[config.mk]
export PLATFORM = sky130hd
export DESIGN_NAME = spi_sample_slave
export DESIGN_NICKNAME = d
export VERILOG_FILES = /design/src/rtl/spi_sample_slave.sv
export SDC_FILE = /design/constraint.sdc
export NUM_CORES = 1
export LEC_CHECK = 0
export BUFFER_PORTS_ARGS = -buffer_cell sky130_fd_sc_hd__buf_4
export CAP_MARGIN = 25
export CORE_MARGIN = 4
export CORE_UTILIZATION = 40
export DETAILED_ROUTE_END_ITERATION = 8
export GPL_TIMING_DRIVEN = 0
export PLACE_DENSITY = 0.53
export SLEW_MARGIN = 15
export SYNTH_ARGS = -nofsm -noshare
export SYNTH_HDL_FRONTEND = slang
export SYNTH_SLANG_ARGS = --single-unit
export TNS_END_PERCENT = 100
[constraint.sdc]
create_clock -name clock -period 8.4 [get_ports clock]
set_input_delay 0.84 -clock clock [delete_from_list [all_inputs] [get_ports clock]]
set_output_delay 0.84 -clock clock [all_outputs]
set_load 0.005 [all_outputs]
[src/rtl/spi_sample_slave.sv]
// SPI sample slave: buffers parallel samples in a FIFO and streams them to an SPI master
// via a command protocol (READ 0x03, STAT 0x05, CLR 0x01), with a level-threshold interrupt.
module spi_sample_slave #(
    parameter int DATA_W     = 16,
    parameter int DEPTH      = 8,
    parameter int IRQ_THRESH = 4,
    parameter int LW         = $clog2(DEPTH + 1)
) (
    input  logic              clock,
    input  logic              resetb,
    input  logic [1:0]        mode,
    input  logic              sample_valid,
    input  logic [DATA_W-1:0] sample_data,
    output logic              sample_ready,
    input  logic              spi_csb,
    input  logic              spi_sck,
    input  logic              spi_sdi,
    output logic              spi_sdo,
    output logic              spi_sdo_oe,
    output logic [LW-1:0]     level,
    output logic              irq,
    output logic              overflow,
    output logic              underflow
);

    localparam int AW = $clog2(DEPTH);
    localparam int CW = $clog2(DATA_W + 1);

    typedef enum logic [2:0] {S_IDLE, S_CMD, S_READ, S_STAT, S_CLR, S_DUMMY} state_t;

    state_t            state_q, state_d;
    logic              csb_meta_q, csb_meta_d, csb_sync_q, csb_sync_d, csb_prev_q, csb_prev_d;
    logic              sck_meta_q, sck_meta_d, sck_sync_q, sck_sync_d, sck_prev_q, sck_prev_d;
    logic              sdi_meta_q, sdi_meta_d, sdi_sync_q, sdi_sync_d;
    logic [1:0]        mode_q, mode_d;
    logic [CW-1:0]     bit_cnt_q, bit_cnt_d;
    logic [6:0]        cmd_q, cmd_d;
    logic [DATA_W-1:0] tx_q, tx_d;
    logic              sdo_q, sdo_d, sdo_oe_q, sdo_oe_d;
    logic              reload_q, reload_d, pop_pend_q, pop_pend_d, peek_empty_q, peek_empty_d;
    logic [AW-1:0]     wr_ptr_q, wr_ptr_d, rd_ptr_q, rd_ptr_d;
    logic [LW-1:0]     level_q, level_d;
    logic              overflow_q, overflow_d, underflow_q, underflow_d, irq_q, irq_d;
    logic [DATA_W-1:0] mem_q [DEPTH];

    logic              full, empty, push, pop, ovf_set, unf_set, flag_clr;
    logic              sck_rise, sck_fall, sample_edge, shift_edge, csb_fall, csb_rise;
    logic [DATA_W-1:0] head;
    logic [7:0]        cmd_byte, status;

    assign full        = (level_q == LW'(DEPTH));
    assign empty       = (level_q == '0);
    assign head        = mem_q[rd_ptr_q];
    assign sck_rise    = sck_sync_q & ~sck_prev_q;
    assign sck_fall    = ~sck_sync_q & sck_prev_q;
    assign csb_fall    = csb_prev_q & ~csb_sync_q;
    assign csb_rise    = ~csb_prev_q & csb_sync_q;
    // mode_q = {CPOL, CPHA}; CPHA=0 samples on the leading edge, CPHA=1 on the trailing edge
    assign sample_edge = (mode_q[1] ^ mode_q[0]) ? sck_fall : sck_rise;
    assign shift_edge  = (mode_q[1] ^ mode_q[0]) ? sck_rise : sck_fall;
    assign cmd_byte    = {cmd_q, sdi_sync_q};
    assign status      = {overflow_q, underflow_q, irq_q, 5'(level_q)};

    always_comb begin
        state_d      = state_q;
        csb_meta_d   = spi_csb;
        csb_sync_d   = csb_meta_q;
        csb_prev_d   = csb_sync_q;
        sck_meta_d   = spi_sck;
        sck_sync_d   = sck_meta_q;
        sck_prev_d   = sck_sync_q;
        sdi_meta_d   = spi_sdi;
        sdi_sync_d   = sdi_meta_q;
        mode_d       = mode_q;
        bit_cnt_d    = bit_cnt_q;
        cmd_d        = cmd_q;
        tx_d         = tx_q;
        sdo_d        = sdo_q;
        sdo_oe_d     = sdo_oe_q;
        reload_d     = reload_q;
        pop_pend_d   = pop_pend_q;
        peek_empty_d = peek_empty_q;
        pop          = 1'b0;
        unf_set      = 1'b0;
        flag_clr     = 1'b0;

        if (csb_rise) begin
            state_d    = S_IDLE;
            sdo_d      = 1'b0;
            sdo_oe_d   = 1'b0;
            reload_d   = 1'b0;
            pop_pend_d = 1'b0;
            flag_clr   = (state_q == S_CLR);
        end else if (state_q == S_IDLE) begin
            if (csb_fall) begin
                state_d    = S_CMD;
                mode_d     = mode;
                bit_cnt_d  = '0;
                tx_d       = '0;
                sdo_d      = 1'b0;
                sdo_oe_d   = 1'b1;
                reload_d   = 1'b0;
                pop_pend_d = 1'b0;
            end
        end else if (!csb_sync_q) begin
            if (sample_edge) begin
                // Words after the first are presented at the shift edge but popped here,
                // so a master that stops at a word boundary does not consume an extra entry.
                if (pop_pend_q) begin
                    pop_pend_d = 1'b0;
                    if (peek_empty_q) unf_set = 1'b1;
                    else              pop     = 1'b1;
                end
                if (state_q == S_CMD) begin
                    cmd_d     = cmd_byte[6:0];
                    bit_cnt_d = bit_cnt_q + CW'(1);
                    if (bit_cnt_q == CW'(7)) begin
                        bit_cnt_d = '0;
                        case (cmd_byte)
                            8'h03: begin
                                state_d = S_READ;
                                if (empty) begin
                                    tx_d    = '0;
                                    unf_set = 1'b1;
                                end else begin
                                    tx_d = head;
                                    pop  = 1'b1;
                                end
                            end
                            8'h05: begin
                                state_d            = S_STAT;
                                tx_d               = '0;
                                tx_d[DATA_W-1 -: 8] = status;
                            end
                            8'h01:   state_d = S_CLR;
                            default: state_d = S_DUMMY;
                        endcase
                    end
                end else if (state_q == S_READ) begin
                    bit_cnt_d = bit_cnt_q + CW'(1);
                    if (bit_cnt_q == CW'(DATA_W - 1)) begin
                        bit_cnt_d = '0;
                        reload_d  = 1'b1;
                    end
                end
            end
            if (shift_edge) begin
                if (state_q == S_READ && reload_q) begin
                    reload_d     = 1'b0;
                    pop_pend_d   = 1'b1;
                    peek_empty_d = empty;
                    sdo_d        = empty ? 1'b0 : head[DATA_W-1];
                    tx_d         = empty ? '0 : {head[DATA_W-2:0], 1'b0};
                end else if (state_q == S_READ || state_q == S_STAT) begin
                    sdo_d = tx_q[DATA_W-1];
                    tx_d  = {tx_q[DATA_W-2:0], 1'b0};
                end else begin
                    sdo_d = 1'b0;
                end
            end
        end
    end

    always_comb begin
        push        = sample_valid && (!full || pop);
        ovf_set     = sample_valid && full && !pop;
        wr_ptr_d    = push ? wr_ptr_q + AW'(1) : wr_ptr_q;
        rd_ptr_d    = pop ? rd_ptr_q + AW'(1) : rd_ptr_q;
        level_d     = level_q + LW'(push) - LW'(pop);
        overflow_d  = flag_clr ? 1'b0 : (overflow_q | ovf_set);
        underflow_d = flag_clr ? 1'b0 : (underflow_q | unf_set);
        irq_d       = (level_q >= LW'(IRQ_THRESH)) | overflow_q;
    end

    always_ff @(posedge clock or negedge resetb) begin
        if (!resetb) begin
            state_q      <= S_IDLE;
            csb_meta_q   <= 1'b0;
            csb_sync_q   <= 1'b0;
            csb_prev_q   <= 1'b0;
            sck_meta_q   <= 1'b0;
            sck_sync_q   <= 1'b0;
            sck_prev_q   <= 1'b0;
            sdi_meta_q   <= 1'b0;
            sdi_sync_q   <= 1'b0;
            mode_q       <= '0;
            bit_cnt_q    <= '0;
            cmd_q        <= '0;
            tx_q         <= '0;
            sdo_q        <= 1'b0;
            sdo_oe_q     <= 1'b0;
            reload_q     <= 1'b0;
            pop_pend_q   <= 1'b0;
            peek_empty_q <= 1'b0;
            wr_ptr_q     <= '0;
            rd_ptr_q     <= '0;
            level_q      <= '0;
            overflow_q   <= 1'b0;
            underflow_q  <= 1'b0;
            irq_q        <= 1'b0;
        end else begin
            state_q      <= state_d;
            csb_meta_q   <= csb_meta_d;
            csb_sync_q   <= csb_sync_d;
            csb_prev_q   <= csb_prev_d;
            sck_meta_q   <= sck_meta_d;
            sck_sync_q   <= sck_sync_d;
            sck_prev_q   <= sck_prev_d;
            sdi_meta_q   <= sdi_meta_d;
            sdi_sync_q   <= sdi_sync_d;
            mode_q       <= mode_d;
            bit_cnt_q    <= bit_cnt_d;
            cmd_q        <= cmd_d;
            tx_q         <= tx_d;
            sdo_q        <= sdo_d;
            sdo_oe_q     <= sdo_oe_d;
            reload_q     <= reload_d;
            pop_pend_q   <= pop_pend_d;
            peek_empty_q <= peek_empty_d;
            wr_ptr_q     <= wr_ptr_d;
            rd_ptr_q     <= rd_ptr_d;
            level_q      <= level_d;
            overflow_q   <= overflow_d;
            underflow_q  <= underflow_d;
            irq_q        <= irq_d;
        end
    end

    always_ff @(posedge clock) begin
        if (push) mem_q[wr_ptr_q] <= sample_data;
    end

    assign sample_ready = !full;
    assign spi_sdo      = sdo_q;
    assign spi_sdo_oe   = sdo_oe_q;
    assign level        = level_q;
    assign irq          = irq_q;
    assign overflow     = overflow_q;
    assign underflow    = underflow_q;

endmodule

# After elaboration in Yosys (flattened, before gate mapping)
# Memories as Yosys holds them, arrays and structs flattened.
# Cells that the tools add are included.
# word_totals
ff_bits	59
ram_bits	128
inputBits	24
out_inout_bits	10
wordCells	167
n_memories	1
# classes
addsub	5
magnitude_cmp	1
n_eq_ne	14
muxes	81
bitwise_logic	14
n_reduce_logical	27
# mem_list
memory	depth	width	read_ports	rd_clocked_by_memory_dff	wr	line_no	source
mem_q	8	16	1	0	1	44	logic [DATA_W-1:0] mem_q [DEPTH];
# op_table
op	count
$mux 16	11
$mux 1	53
$mux 5	8
$pmux 16 s2	1
$mux 3	7
$reduce_and 5->1	4
$reduce_bool 3->1	5
$pmux 3 s3	1
$reduce_and 3->1	3
$eq 8x1->1 const B	1
$eq 8x2->1 const B	1
$eq 8x3->1 const B	1
$add 3x1->3 const B	2
$eq 3x2->1 const B	2
$not 1->1	6
$reduce_bool 2->1	3
$add 5x1->5 const B	1
$eq 5x3->1 const B	1
$eq 5x4->1 const B	1
$add 4x1->4	1
$and 1x1->1	4
$eq 4x4->1 const B	1
$ge 4x3->1 const B	1
$logic_and 1x1->1	4
14 further kinds	19

# Depth between registers and ports, before layout
# Gate-level depths: netlist of the first run.
# logic_depth
depth_word	14
depth_mapped	11

# Worst setup path before layout of the first run
# No wires, ideal clock.
# synth_path
path_type	register to register
startpoint	register cmd_q[2]
endpoint	memory mem_q[0][0], enable pin
arrival_time_ps	3270
t_required_ps	7970
setup_slack_ps	4700
stages_incl_launch_ff	6
n_path_buf	0
synth_period_minus_slack_ps	3700
path_cell_list	dfrtp_1 -> or4b_4 -> nor4_4 -> and4_4 -> nor2_4 -> nor4_1
# synth_between
elab_chain_cells	12
# synth_rtl
item	line_no	source
start, declared	37	logic [6:0] cmd_q, cmd_d;
start signal, assigned	213	cmd_q <= cmd_d;
$eq 8x2->1	119	case (cmd_byte)
$mux 1	119	
$mux 1	117	if (bit_cnt_q == CW'(7)) begin
$mux 1	114	if (state_q == S_CMD) begin
$mux 1	106	if (sample_edge) begin
$mux 1	105	end else if (!csb_sync_q) begin
$mux 1	94	end else if (state_q == S_IDLE) begin
$mux 1	87	if (csb_rise) begin
$logic_or 1x1->1	165	push = sample_valid && (!full || pop);
$logic_and 1x1->1	165	
$mux 1	230	if (push) mem_q[wr_ptr_q] <= sample_data;
$mux 1 (not written as such)	230	
end, declared	44	
# Every way passes these cells.

# Worst setup path in the final report of the first run
# layout_path
startpoint	register bit_cnt_q[0]
endpoint	memory mem_q[2][12], enable pin
# layout_between
elab_chain_cells	11
# layout_rtl
item	line_no	source
start, declared	36	logic [CW-1:0] bit_cnt_q, bit_cnt_d;
start signal, assigned	212	bit_cnt_q <= bit_cnt_d;
$eq 5x3->1	117	
$mux 1	117	
$mux 1	114	
$mux 1	106	
$mux 1	105	
$mux 1	94	
$mux 1	87	
$logic_or 1x1->1	165	
$logic_and 1x1->1	165	
$mux 1	230	
$mux 1 (not written as such)	230	
# Every way passes these cells.

==> flow_metrics.py, run 1 <==
metrics = {
    "yosys": {
        "synth_edf_count": 128,
        "synth-xor-area-share": 0.00928,
        "ys.flop_type": "edfxtp_1",
        "synthSimpleGateAreaFrac": 0.0967,
        "synth.net_count": 610,
        "netlist_instances": 571,
        "synth_mux_area_frac": 0.114,
        "synth_compound_area_frac": 0.0939,
        "yosysWarnings": 0,
        "synthAdderAreaFrac": 0.0247,
        "syn_avg_cell_area_sq_um": 14.6,
        "netlist_area_sq_um": 8360,
        "ys_seq_area_frac": 0.637,
        "synth-async-reset-ratio": 0.316,
        "ys_ff_latch": 187,
        "synth_cell_types": 68,
        "synth_top_family_by_area": "multiplexers",
    },
    "setup_path": {
        "slowest_delay_ns": 0.60,
        "crit_required_ns": 8.54,
        "path_common_cell": "buf_6",
        "reg2reg_depth": 8,
        "crit_path_start_kind": "flip-flop",
        "path_class": "reg2reg",
        "arrival_ns": 3.36,
        "crit_slowest_cell": "nor4b_4",
        "end_kind": "flip-flop",
        "crit_path_max_fanout": 10,
        "crit_chain": "ha_1, nand4bb_1, nor4_4, and4_4, nor2_4, nor4b_4, buf_6, buf_6",
    },
    "sta": {
        "period_share": 0.384,
        "fmax_mhz": 310,
        "tns_ns": 0,
        "fin_ws_ns": 5.18,
        "fin_crit_ns": 3.22,
        "maxSlewHeadroom": 0.451,
        "worstMarginPinSlew_ns": 0.820,
        "slew_violations": 0,
        "setup_viol": 0,
        "finalHoldViolCount": 0,
        "finClkSkew_ns": 0.00848,
        "grt_setup_unrepaired": "false",
    },
    "grt": {
        "grt-busiest-layer": "met2",
        "grtUsageMet1": 0.228,
        "antenna_found_initial": 0,
        "grt_pass1_wl_um": 30500,
        "grt_pass1_vias": 5270,
        "grt.overflow.total": 0,
        "gr-usage-all-layers": 0.169,
        "grtUsageMet2": 0.281,
        "use_met3": 0.0352,
        "grt_max_degree": 60,
    },
    "floorplan": {
        "row_count": 52,
        "start_util": 0.410,
        "die_w_um": 153,
        "die-area_sq_um": 23300,
        "core_sq_um": 20400,
        "dieHeight_um": 153,
        "io-pin-count": 34,
    },
    "place": {
        "placed_cells": 892,
        "numPortBuffers": 33,
        "dp_hpwl_um": 13700,
        "dp_worst_setup_slack_ns": 5.12,
        "gp_congestion": 0.838,
    },
    "route": {
        "wire_per_inst_um": 20.7,
        "wirelength_um": 19100,
        "drtPass1Iterations": 8,
        "num_vias": 5161,
        "drtAntennaViolNets": 0,
        "vias_per_cell": 5.59,
        "drt_first_iter_violations": 517,
        "drc": 0,
    },
    "hold_path": {
        "timing.hold.worst.class": "reg2reg",
        "min_path_cells": 0,
    },
    "power_and_ir_drop": {
        "cellPowerDensity_nw_per_um2": 254,
        "ir_drop_v": 0.000145,
        "finalPower_mw": 2.49,
        "p_leak_nw": 3.59,
    },
    "layout": {
        "drive_gt1_frac": 0.236,
        "diodes": 0,
        "finalNetCount": 680,
        "utilization": 0.481,
        "syn2layout_area_growth_pct": 17.1,
        "instances_no_fill": 923,
    },
    "clock_network": {
        "clock_latency_ns": 0.43,
        "clkTransAtPathRegs_ns": 0.07,
        "numCtsBuffers": 17,
        "cts_tree": "yes",
        "post_cts_resized": 0,
        "cts_hold_buffers": 0,
        "htree_levels": 4,
        "cts.sinks": 187,
        "cts-root-buf": "clkbuf_16",
        "clk_path_buf_depth": 2,
        "post_cts_buffers": 0,
    },
    "status": {
        "status": "finished clean",
    },
    "flow_run": {
        "maxCapViolations": 0,
    },
}
==> sequential cells by signal (all words and copies together), names as in the netlist, 2 cells and up <==
name	cells
level	4
wr_ptr_q	3
mem_q	128
rd_ptr_q	3
bit_cnt_q	5
state_q	3
mode_q	2
cmd_q	7
tx_q	16
==> logic make-up after synthesis <==
kind of cell / Yosys count
DFF: 187
and+or+nand+nor: 137
AOI/OAI and AO/OA: 105
muxes: 70
buffers and inverters: 48
adders and majority gates: 16
xor gates and xnor gates: 8
==> layer usage <==
layer | vias up | wire (um)
li1 | 2374 | -
met1 | 2631 | 8560
met2 | 130 | 9500
met3 | 26 | 798
met4 | 0 | 243
met5 | - | 0
==> cells in the final DEF, fill, tap and decap left out, types with 6 or more instances in the layout <==
master,netlist,routed
dfrtp_1,59,59
mux2_2,19,19
mux2i_1,31,31
mux4_2,18,18
nor3_1,21,18
nor2_1,12,12
o21a_1,7,7
inv_1,16,16
a22o_1,7,7
nor2b_1,13,13
buf_6,0,10
a21oi_1,10,10
nand4_1,10,10
ha_1,14,14
o211ai_1,7,7
clkbuf_1,13,13
o21ai_0,17,17
buf_2,12,15
buf_4,2,40
nor4_1,8,6
nand2_1,33,33
edfxtp_1,128,128
a32o_1,7,7
clkbuf_16,0,17
a211o_1,9,9
==> synthesized netlist by cell type (7+ instances only) <==
library cell | n | area, sq um
nand2_1 | 33 | 124
buf_2 | 12 | 60.1
a21oi_1 | 10 | 50.1
nor2b_1 | 13 | 81.3
a22o_1 | 7 | 61.3
o21a_1 | 7 | 52.6
o21ai_0 | 17 | 85.1
nor3_1 | 21 | 105
a211o_1 | 9 | 78.8
mux2i_1 | 31 | 310
a32o_1 | 7 | 70.1
dfrtp_1 | 59 | 1480
nor4_1 | 8 | 50.1
o211ai_1 | 7 | 52.6
ha_1 | 14 | 175
inv_1 | 16 | 60.1
mux2_2 | 19 | 214
clkbuf_1 | 13 | 48.8
nor2_1 | 12 | 45.0
mux4_2 | 18 | 405
edfxtp_1 | 128 | 3840
nand4_1 | 10 | 62.6
==> final cells by class <==
| cell class | instances | area (sq um) |
|---|---|---|
| buffer | 32 | 143 |
| clock inverter | 14 | 201 |
| tap | 270 | 338 |
| fill | 1769 | 10600 |
| multi-input combinational | 336 | 2890 |
| timing repair buffer | 51 | 413 |
| inverter | 16 | 60.1 |
| clock buffer | 17 | 425 |
| sequential | 187 | 5320 |
==> worst max-delay path, delay by kind of cell, from the launching register on <==
family | cells | cell delay [ns]
buffers and inverters | 2 | 0.39
adders and majority gates | 1 | 0.25
and+or+nand+nor | 5 | 1.90
DFF | 1 | 0.39
==> where the power goes <==
group	internal (mW)	switching (mW)	total (mW)
Sequential	1.12	0.0655	1.19
Clock	0.480	0.368	0.848
Combinational	0.189	0.263	0.452
==> path summary, 6_finish.rpt <==
check,from,endpoint,slack (ns)
setup / recovery,bit_cnt_q[0],mem_q[2][12],5.18
hold / removal,sdi_meta_q,sdi_sync_q,0.35
setup reg to reg,bit_cnt_q[0],mem_q[2][12],5.18
hold reg to reg,sdi_meta_q,sdi_sync_q,0.35
max in group asynchronous,resetb,reload_q,7.38
min in group asynchronous,resetb,cmd_q[6],0.49
==> per-stage QoR <==
stage	hold WS, ns	area, sq um
3_3_place_gp	0.340	8940
3_5_place_dp	0.341	9160
4_1_cts	0.358	9790
5_1_grt	0.364	9790
2_1_floorplan	0.331	8360
6_report	0.352	9790
Power figures use the tool's default switching activity.
==> inputs of run 2 (changes only) <==
Settings changed: ABC_AREA from default to 1, PLACE_DENSITY 0.53 to 0.55.
Clock period 8.4 ns to 2.9 ns, I/O delays scaled along.
==> flow_metrics.py, run 2 <==
metrics = {
    "sta": {
        "period_share": 0.931,
        "fin_crit_ns": 2.70,
        "finalHoldViolCount": 0,
        "holdWs_ns": 0.0793,
        "finClkSkew_ns": 0.0137,
        "maxSlewHeadroom": 0.468,
        "grt_setup_unrepaired": "false",
        "fmax_mhz": 370,
        "worstMarginPinSlew_ns": 0.797,
        "fin_ws_ns": 0.200,
        "tns_ns": 0,
        "setup_viol": 0,
        "slew_violations": 0,
    },
    "layout": {
        "diodes": 0,
        "fin_area_sq_um": 10400,
        "regMostFlops": "mem_q",
        "fillers": 2101,
        "drive_gt1_frac": 0.131,
        "largest_reg_flops": 128,
        "reg_top3": "mem_q x128, tx_q x16, cmd_q x7",
        "final_common_cell": "nand2_1",
        "final_cell_mix": "nand2_1, edfxtp_1, inv_1, nor2_1, nand3_1",
        "finalNetCount": 1083,
        "syn2layout_area_growth_pct": 16.4,
    },
    "clock_network": {
        "clkTransAtPathRegs_ns": 0.08,
        "cts.sinks": 187,
        "cts_tree": "yes",
        "numCtsBuffers": 17,
        "clk_path_buf_depth": 2,
        "clock_latency_ns": 0.44,
        "htree_levels": 4,
        "cts-root-buf": "clkbuf_16",
    },
    "grt": {
        "grtUsageMet1": 0.256,
        "grt.overflow.total": 0,
        "gr-usage-all-layers": 0.185,
        "antenna_found_initial": 0,
        "use_met3": 0.0280,
        "grt_max_degree": 60,
        "grt-busiest-layer": "met2",
        "grt_pass1_wl_um": 34800,
        "grt_pass1_vias": 6220,
        "grtUsageMet2": 0.310,
    },
    "setup_path": {
        "arrival_ns": 2.85,
        "crit_path_start_kind": "flip-flop",
        "path_class": "reg2reg",
        "crit_required_ns": 3.05,
        "end_kind": "flip-flop",
        "crit_path_max_fanout": 10,
    },
    "floorplan": {
        "core_sq_um": 21900,
        "dieHeight_um": 157,
        "io-pin-count": 34,
        "die_w_um": 157,
        "start_util": 0.407,
        "row_count": 54,
        "die-area_sq_um": 24700,
    },
    "yosys": {
        "synth_commonest_cells": "nand2_1, edfxtp_1, inv_1",
        "netlist.area_leader.share": 0.432,
        "synth.net_count": 1005,
        "synth-async-reset-ratio": 0.316,
        "syn_avg_cell_area_sq_um": 9.22,
        "netlist_area_sq_um": 8910,
        "synth_area_leader_cell": "edfxtp_1",
        "synth_cell_types": 41,
        "yosysWarnings": 0,
        "ys.flop_type": "edfxtp_1",
        "synth_edf_count": 128,
        "synth.area.top_cells": "edfxtp_1, dfrtp_1, nand2_1",
        "netlist_instances": 966,
        "ys_ff_latch": 187,
        "ys_seq_area_frac": 0.597,
        "yosysMostFrequentCell": "nand2_1",
    },
    "route": {
        "drtAntennaViolNets": 0,
        "drt_first_iter_violations": 446,
        "num_vias": 6569,
        "wire_per_inst_um": 16.3,
        "vias_per_cell": 4.91,
        "wirelength_um": 21800,
        "drtPass1Iterations": 5,
        "drc": 0,
    },
    "place": {
        "numPortBuffers": 33,
        "dp_worst_setup_slack_ns": -0.0895,
        "place_area_sq_um": 9660,
        "dp_hpwl_um": 14800,
        "gp_congestion": 0.805,
    },
    "power_and_ir_drop": {
        "ir_drop_v": 0.000491,
        "p_leak_nw": 4.68,
        "finalPower_mw": 7.70,
        "cellPowerDensity_nw_per_um2": 742,
    },
    "flow_run": {
        "maxCapViolations": 0,
    },
    "hold_path": {
        "timing.hold.worst.class": "in2reg",
    },
    "status": {
        "status": "finished clean",
    },
}
-- run 2: path summary, 6_finish.rpt --
kind | start | endpoint | slack [ns] | depth (start not counted)
setup / recovery | csb_prev_d | mem_q[0][2] | 0.20 | 13
hold / removal | sample_data[15] | mem_q[6][15] | 0.08 | 1
setup reg to reg | csb_prev_d | mem_q[0][2] | 0.20 | 13
hold reg to reg | sdi_meta_q | sdi_sync_q | 0.35 | 0
max in group asynchronous | resetb | wr_ptr_q[2] | 1.89 | 2
min in group asynchronous | resetb | sck_prev_d | 0.47 | 2
-- run 2: routing by layer --
layer	wire, um	up-vias
li1	-	3309
met1	10000	3100
met2	10600	136
met3	979	24
met4	258	0
met5	0	-
-- run 2: critical path, cell delays in order, from the launching register on --
cell and delay [ns]:
dfrtp_1 0.49, ha_1 0.27, inv_2 0.12, nand2_4 0.08
nor2_8 0.13, inv_4 0.09, nor2_8 0.13, nand2_4 0.11
nand2_4 0.09, nand2_4 0.06, buf_6 0.16, nor3_4 0.26
buf_4 0.24, buf_4 0.18
-- run 2: layout make-up --
class	count	area (sq um)	share of cell area
repair buffers	59	453	0.0437
flip-flops and latches	187	5320	0.513
well taps	280	350	0.0338
plain buffers	36	181	0.0175
inverters	122	460	0.0444
multi-input cells	621	3000	0.290
clock inverters	13	168	0.0162
clock buffers	19	433	0.0418
-- run 2: per-stage QoR --
step | util | std cells
detailed placement | 0.441 | 1295
finish | 0.474 | 1337
CTS | 0.471 | 1331
global placement | 0.434 | 1279
floorplan | - | 966
global route | 0.474 | 1337
-- run 2: logic make-up after synthesis --
kind of cell    share of synthesized area
flops                               0.597
buf+inv                            0.0721
xor+xnor                          0.00688
simple gates                        0.232
compound gates                     0.0701
fa+ha+maj                          0.0219
-- run 2: report_power, final --
| group | total (mW) | switching, mW | internal, mW |
|---|---|---|---|
| registers | 3.49 | 0.188 | 3.30 |
| logic | 1.80 | 1.18 | 0.625 |
| clock network | 2.41 | 1.16 | 1.24 |
-- run 2: timing repair --
action	4_1_cts	5_1_grt
hold buffers	4	0
pin swaps	0	1
endpoints found under the setup margin	11	23
setup buffers	0	6
gates cloned	0	0
endpoints found under the hold margin	62	0
resized for setup	2	2
==> inputs of run 3 (changes only) <==
==> constraint.sdc (replaced) <==
create_clock -name clock -period 2.9 [get_ports clock]
set_input_delay 0 -clock clock [delete_from_list [all_inputs] [get_ports clock]]
set_output_delay 0 -clock clock [all_outputs]
set_load 0.005 [all_outputs]
==> flow_metrics.py, run 3 (synthesis results as in run 2) <==
metrics = {
    "status": {
        "status": "finished clean",
    },
    "layout": {
        "final_common_cell": "nand2_1",
        "final_cell_mix": "nand2_1, edfxtp_1, inv_1, nor2_1, nand3_1",
        "largest_reg_flops": 128,
        "regMostFlops": "mem_q",
        "diodes": 0,
        "reg_top3": "mem_q x128, tx_q x16, cmd_q x7",
        "instances_no_fill": 1356,
        "drive_gt1_frac": 0.128,
        "syn2layout_area_growth_pct": 18.6,
        "finalNetCount": 1102,
    },
    "power_and_ir_drop": {
        "ir_drop_v": 0.000489,
        "cellPowerDensity_nw_per_um2": 731,
        "p_leak_nw": 4.76,
        "finalPower_mw": 7.71,
    },
    "sta": {
        "fin_ws_ns": 0.201,
        "finalHoldViolCount": 0,
        "fmax_mhz": 370,
        "worstMarginPinSlew_ns": 0.797,
        "tns_ns": 0,
        "holdWs_ns": 0.179,
        "maxSlewHeadroom": 0.469,
        "slew_violations": 0,
        "setup_viol": 0,
        "period_share": 0.931,
        "grt_setup_unrepaired": "false",
        "fin_crit_ns": 2.70,
        "finClkSkew_ns": 0.0145,
    },
    "setup_path": {
        "crit_required_ns": 3.05,
        "path_class": "reg2reg",
        "crit_path_max_fanout": 10,
        "crit_path_start_kind": "flip-flop",
        "arrival_ns": 2.85,
        "end_kind": "flip-flop",
    },
    "clock_network": {
        "htree_levels": 4,
        "cts_tree": "yes",
        "clk_path_buf_depth": 2,
        "clkTransAtPathRegs_ns": 0.08,
        "clock_latency_ns": 0.44,
        "cts-root-buf": "clkbuf_16",
        "numCtsBuffers": 17,
        "cts.sinks": 187,
    },
    "grt": {
        "grt_pass1_vias": 6322,
        "grt_max_degree": 60,
        "grt_pass1_wl_um": 35100,
        "gr-usage-all-layers": 0.186,
        "grt.overflow.total": 0,
        "antenna_found_initial": 0,
    },
    "route": {
        "wire_per_inst_um": 16.1,
        "drtAntennaViolNets": 0,
        "vias_per_cell": 4.90,
        "wirelength_um": 21900,
        "drtPass1Iterations": 5,
        "drt_first_iter_violations": 507,
        "drc": 0,
        "num_vias": 6640,
    },
    "floorplan": {
        "row_count": 54,
        "die-area_sq_um": 24700,
        "dieHeight_um": 157,
        "io-pin-count": 34,
        "die_w_um": 157,
        "core_sq_um": 21900,
        "start_util": 0.407,
    },
    "hold_path": {
        "timing.hold.worst.class": "in2async",
    },
    "place": {
        "gp_congestion": 0.805,
        "dp_hpwl_um": 14800,
        "numPortBuffers": 33,
        "dp_worst_setup_slack_ns": -0.0895,
        "placed_cells": 1295,
    },
    "flow_run": {
        "maxCapViolations": 0,
    },
}
run 3: where the power goes:
part | internal (mW) | leakage [nW] | switching, mW
clock | 1.24 | 0.293 | 1.16
sequential | 3.30 | 1.92 | 0.189
combinational | 0.641 | 2.55 | 1.18
total | 5.18 | 4.76 | 2.53
run 3: worst paths after layout:
check                           slack (ns)           to  cells after the start       start
worst max-delay path                  0.20  mem_q[0][2]                     13  csb_prev_d
worst min-delay path                  0.18   sck_meta_q                      2      resetb
worst max register to register        0.20  mem_q[0][2]                     13  csb_prev_d
worst min register to register        0.35   sdi_sync_q                      0  sdi_meta_q
max in group asynchronous             2.18  wr_ptr_q[2]                      2      resetb
min in group clock                    0.22   sdi_meta_q                      2     spi_sdi
run 3: per-stage QoR:
stage,util,instance area [sq um]
after global placement,0.434,9500
after global routing,0.482,10600
after CTS,0.480,10500
final,0.482,10600
after floorplan,-,8910
after detailed placement,0.441,9660
run 3: area by class of cell:
cell class	instances	area (sq um)
fillers	2089	11300
flip-flops and latches	187	5320
multi-input cells	621	3000
repair buffers	78	643
inverters	122	460
clock buffers	19	433
well taps	280	350
plain buffers	36	181
clock inverters	13	168
run 3: metal layers:
layer	share of wire	wire length (um)	GRT usage	up-vias
met3	0.040	866	0.0280	25
li1	-	-	-	3346
met1	0.46	10100	0.257	3139
met5	0	0	0	-
met2	0.49	10700	0.312	130
met4	0.012	268	0.0430	0
run 3: repair_timing:
item / CTS / global route
resized for setup: 2 / 2
pin swaps: 0 / 1
endpoints found under the hold margin: 197 / 0
hold buffers: 23 / 0
setup buffers: 0 / 6
endpoints found under the setup margin: 11 / 23
gates cloned: 0 / 0
run 3: worst max-delay path: stages (launching register included):
cell	delay, ns
dfrtp_1	0.49
ha_1	0.27
inv_2	0.12
nand2_4	0.08
nor2_8	0.13
inv_4	0.09
nor2_8	0.13
nand2_4	0.11
nand2_4	0.09
nand2_4	0.06
buf_6	0.16
nor3_4	0.26
buf_4	0.24
buf_4	0.18
